File: src/rtl/sub_serial_pkg.sv
// Shared encodings for the serial arithmetic FSMs (subtractor / adder).
package sub_serial_pkg;
  localparam int STATE_W = 3;

  typedef enum logic [STATE_W-1:0] {
    ST_IDLE = 3'd0,
    ST_SUB  = 3'd1,
    ST_DONE = 3'd2
  } state_e;
endpackage

File: src/rtl/sub_serial_if.sv
// Start/result bus between a controller and the bit-serial subtractor.
interface sub_serial_if #(parameter int WIDTH = 8);
  logic             en;
  logic [WIDTH-1:0] a;
  logic [WIDTH-1:0] b;
  logic [WIDTH-1:0] out;
  logic             borrow;
  logic             busy;
  logic             done;

  modport master (output en, a, b, input out, borrow, busy, done);
  modport slave  (input en, a, b, output out, borrow, busy, done);
endinterface

File: src/rtl/serial_full_sub.sv
// One-bit full subtractor cell: x - y - bin -> d, bout.
module serial_full_sub (
  input  logic x,
  input  logic y,
  input  logic bin,
  output logic d,
  output logic bout
);
  assign d    = x ^ y ^ bin;
  assign bout = (~x & y) | (~x & bin) | (y & bin);
endmodule

File: src/rtl/sub_serial.sv
// Bit-serial unsigned subtractor: out = a - b, LSB first, one bit per clk,
// result shifted in from the MSB end so it lands aligned after WIDTH steps.
module sub_serial
  import sub_serial_pkg::*;
#(
  parameter int WIDTH = 8
) (
  input  logic       clk,
  input  logic       rst,
  sub_serial_if.slave bus
);
  localparam int CW = $clog2(WIDTH);

  localparam logic [STATE_W-1:0] S_IDLE = ST_IDLE;
  localparam logic [STATE_W-1:0] S_SUB  = ST_SUB;
  localparam logic [STATE_W-1:0] S_DONE = ST_DONE;

  logic [STATE_W-1:0] state_q, state_d;
  logic [WIDTH-1:0]   a_q, a_d, b_q, b_d, out_q, out_d;
  logic               borrow_q, borrow_d;
  logic [CW-1:0]      cnt_q, cnt_d;
  logic               diff_bit, bout;

  serial_full_sub u_cell (
    .x    (a_q[0]),
    .y    (b_q[0]),
    .bin  (borrow_q),
    .d    (diff_bit),
    .bout (bout)
  );

  always_comb begin
    state_d  = state_q;
    a_d      = a_q;
    b_d      = b_q;
    out_d    = out_q;
    borrow_d = borrow_q;
    cnt_d    = cnt_q;
    case (state_q)
      S_IDLE: if (bus.en) begin
        a_d      = bus.a;
        b_d      = bus.b;
        borrow_d = 1'b0;
        cnt_d    = '0;
        out_d    = '0;
        state_d  = S_SUB;
      end
      S_SUB: begin
        out_d    = {diff_bit, out_q[WIDTH-1:1]};
        borrow_d = bout;
        a_d      = a_q >> 1;
        b_d      = b_q >> 1;
        cnt_d    = cnt_q + CW'(1);
        if (cnt_q == CW'(WIDTH-1)) state_d = S_DONE;
      end
      // Holding en in DONE parks here so one start yields one computation.
      S_DONE: if (!bus.en) state_d = S_IDLE;
      default: begin
        state_d  = S_IDLE;
        a_d      = '0;
        b_d      = '0;
        out_d    = '0;
        borrow_d = 1'b0;
        cnt_d    = '0;
      end
    endcase
  end

  always_ff @(posedge clk or posedge rst) begin
    if (rst) begin
      state_q  <= S_IDLE;
      a_q      <= '0;
      b_q      <= '0;
      out_q    <= '0;
      borrow_q <= 1'b0;
      cnt_q    <= '0;
    end else begin
      state_q  <= state_d;
      a_q      <= a_d;
      b_q      <= b_d;
      out_q    <= out_d;
      borrow_q <= borrow_d;
      cnt_q    <= cnt_d;
    end
  end

  assign bus.out    = out_q;
  assign bus.borrow = borrow_q;
  assign bus.busy   = (state_q == S_SUB);
  assign bus.done   = (state_q == S_DONE);
endmodule
File: src/flat_wrapper.sv
// flat-port wrapper written by rule: the top's interface ports become plain ports
module sub_serial_flat import sub_serial_pkg::*;
#(
  parameter int WIDTH = 8
)
  (clk, rst, bus_en, bus_a, bus_b, bus_out, bus_borrow, bus_busy, bus_done);
  sub_serial_if #(.WIDTH(WIDTH)) bus_i ();
  input  logic clk;
  input  logic rst;
  input wire logic [$bits(bus_i.en)-1:0] bus_en;
  input wire logic [$bits(bus_i.a)-1:0] bus_a;
  input wire logic [$bits(bus_i.b)-1:0] bus_b;
  output wire logic [$bits(bus_i.out)-1:0] bus_out;
  output wire logic [$bits(bus_i.borrow)-1:0] bus_borrow;
  output wire logic [$bits(bus_i.busy)-1:0] bus_busy;
  output wire logic [$bits(bus_i.done)-1:0] bus_done;
  assign bus_i.en = bus_en;
  assign bus_i.a = bus_a;
  assign bus_i.b = bus_b;
  assign bus_out = bus_i.out;
  assign bus_borrow = bus_i.borrow;
  assign bus_busy = bus_i.busy;
  assign bus_done = bus_i.done;
  sub_serial #(.WIDTH(WIDTH)) u_core (.clk(clk), .rst(rst), .bus(bus_i));
endmodule
File: config.mk
export PLATFORM = sky130hd
export DESIGN_NAME = sub_serial_flat
export DESIGN_NICKNAME = d
export VERILOG_FILES = /design/src/rtl/sub_serial_pkg.sv /design/src/rtl/sub_serial_if.sv /design/src/rtl/serial_full_sub.sv /design/src/rtl/sub_serial.sv /design/src/flat_wrapper.sv
export SDC_FILE = /design/constraint.sdc
export NUM_CORES = 1
export LEC_CHECK = 0
export ABC_CLOCK_PERIOD_IN_PS = 1800
export BUFFER_PORTS_ARGS = -buffer_cell sky130_fd_sc_hd__buf_2
export CAP_MARGIN = 20
export CORE_ASPECT_RATIO = 1.4
export CORE_MARGIN = 2
export CORE_UTILIZATION = 30
export DETAILED_ROUTE_END_ITERATION = 8
export PLACE_DENSITY = 0.6
export REMOVE_ABC_BUFFERS = 1
export SLEW_MARGIN = 20
export SYNTH_ARGS = -nofsm -noshare
export SYNTH_HDL_FRONTEND = slang
export SYNTH_HIERARCHICAL = 1
export SYNTH_SLANG_ARGS = --single-unit
File: constraint.sdc
create_clock -name clk -period 1.8 [get_ports clk]
set_clock_uncertainty 0.1 [all_clocks]
set_input_delay 0.18 -clock clk [delete_from_list [all_inputs] [get_ports clk]]
set_output_delay 0.18 -clock clk [all_outputs]
set_load 0.01 [all_outputs]
==> flow_summary.yaml <==
timing:
  fmax_mhz: 621
  rsz0062_at_grt: "no"
  finalCritPeriodShare_pct: 89.5
  worst_slack_ns: 0.189
  relSlewSlack_pct: 46.8
  tightest_slew_ns: 0.795
  period_needed_ns: 1.61
  slew_viol_final: 0
  finalHoldViolCount: 0
  tns_ns: 0
  finalSetupViolCount: 0
floorplanning:
  core-area_mm2: 0.00420
  ios: 30
  start_util_pct: 30.9
  die_h_um: 81.9
  rows: 28
  dieArea_mm2: 0.00488
  fp.dieW_um: 59.6
drt:
  drtAntennaViolNets: 0
  route.detailed.drc: 0
  wire_per_inst_um: 14.5
  firstDrtPassIters: 4
  wl_mm: 2.65
  dr_total_vias: 958
  drtIter0Drc: 46
  vias_per_cell: 5.23
clock_tree:
  htreeDepth: 2
  cts_tree: "yes"
  path_clk_slew_ns: 0.05
  cts_root_buf: "clkbuf_8"
  cts.sinks: 30
  worst_skew_pair.late_latency_ns: 0.27
  cts_buffers: 5
  postCtsSetupBuffers: 0
  clk_path_buf_depth: 2
placement:
  dp_hpwl_mm: 1.89
  placedCellCount: 175
  place_ws_ns: 0.265
  gp_congestion: 0.693
  portBuffers: 29
  post_dp_cell_area_mm2: 0.00151
synth:
  syn_area_mm2: 0.00130
  synth_edf_count: 0
  ys_types: 20
  ys_warn_count: 6
  synth_flop_cell: "dfrtp_1"
  ys_seq_area_share_pct: 57.7
  synth_cells: 104
  async_reset_ff_share_pct: 100
  synth-seq-cells: 30
  syn_area_per_cell_um2: 12.5
worst_setup_path:
  path_class: "reg -> out"
  cp-start-kind: "register"
  cp_data_arrival_time_ns: 1.33
  crit_fanout: 16
  rr_worst_depth: 3
  cp.required_ns: 1.52
  end_kind: "output port"
pwr:
  p_leak_nw: 0.809
  ir_drop_mv: 0.356
  power_density_mw_per_mm2: 1650
global_route:
  grt_max_degree: 31
  antenna_found_initial: 0
  grt_first_pass_wirelength_mm: 4.46
  grt_pass1_vias: 957
  grt_overflow_total: 0
  gr-usage-all-layers_pct: 12.3
run:
  cap_violations: 0
cells_and_area:
  multi_input_area_um2: 485
  layout-drive-gt1-share_pct: 31.9
  antennaDiodeCount: 0
  final_cell_mix: "30 x dfrtp_1, 29 x buf_2, 12 x a22o_1"
  seq_area_um2: 751
  finalNonFillerCells: 183
  utilization_pct: 37.9
  fill_cells: 412
  design_area_mm2: 0.00159
  syn_to_final_growth_pct: 22.5
  layout_commonest_cell: "dfrtp_1"
  fin_nets: 160
status:
  status: "completed"
hold_path:
  hp-class: "in -> reg"
  hold_depth: 3
[power by group]
group          switching [mW]  internal (mW)
Combinational           0.493          0.517
Sequential              0.180          0.955
Clock                   0.212          0.265
[stage by stage]
stage	hold WS [ns]	power [mW]
after floorplan	0.171	1.75
after global placement	0.165	2.11
after detailed placement	0.174	2.16
after CTS	0.0520	2.65
after global routing	0.0526	2.83
final	0.0553	2.62
[what timing repair did]
action / CTS / global route
resized for setup: 0 / 0
endpoints found under the hold margin: 30 / 0
hold buffers: 1 / 0
[final cells by class]
type / instances / area share [%]
inverters: 3 / 0.707
repair buffers: 36 / 13.4
clock buffers: 7 / 4.79
multi-input cells: 62 / 30.5
well taps: 45 / 3.53
flip-flops and latches: 30 / 47.1
[flip-flops by register name, indices dropped and copies added, names as in the netlist]
name,cells
u_core/state_q,2
u_core/bus.out,8
u_core/cnt_q,3
u_core/bus.borrow,1
u_core/b_q,8
u_core/a_q,8
[layer usage]
| metal | global-route usage, % | routed length (µm) | vias up |
|---|---|---|---|
| met4 | 6.00 | 41 | 0 |
| met3 | 3.46 | 110 | 5 |
| li1 | - | - | 454 |
| met1 | 14.0 | 1150 | 478 |
| met2 | 20.9 | 1350 | 21 |
| met5 | 0 | 0 | - |
[kinds of logic (layout without fill, tap and decap cells)]
group	after synthesis	after routing	synth area share, %
compound gates	33	33	21.4
fa+ha+maj	3	3	3.46
buf+inv	12	46	5.10
flops	30	30	57.7
mux	3	3	2.41
simple gates	23	23	9.91
[synthesized netlist by cell type, drive strengths merged, types with 2 or more instances]
| master | count | area, µm² |
|---|---|---|
| a221o | 8 | 80.1 |
| a22o | 12 | 105 |
| a32oi | 6 | 52.6 |
| and3 | 8 | 50.1 |
| buf | 7 | 47.5 |
| clkbuf | 2 | 7.51 |
| dfrtp | 30 | 751 |
| ha | 2 | 25.0 |
| inv | 3 | 11.3 |
| mux2i | 2 | 20.0 |
| nand2 | 6 | 22.5 |
| nor2 | 3 | 11.3 |
| nor2b | 5 | 38.8 |
| o21ai | 6 | 30.0 |
[worst paths after layout]
path	startpoint	end	slack, ns
worst max-delay path	u_core/state_q[1]	bus_busy	0.19
worst min-delay path	bus_b[7]	u_core/b_q[7]	0.06
worst max register to register	u_core/state_q[1]	u_core/a_q[6]	0.22
worst min register to register	u_core/b_q[2]	u_core/b_q[1]	0.39
max in group asynchronous	rst	u_core/a_q[1]	0.90
min in group asynchronous	rst	u_core/cnt_q[0]	0.42
[worst max-delay path, stage by stage, from the launching register on]
cell	delay [ns]
dfrtp_1	0.42
nor2b_2	0.31
buf_12	0.19
buf_2	0.13
(Power assumes the default switching activity.)
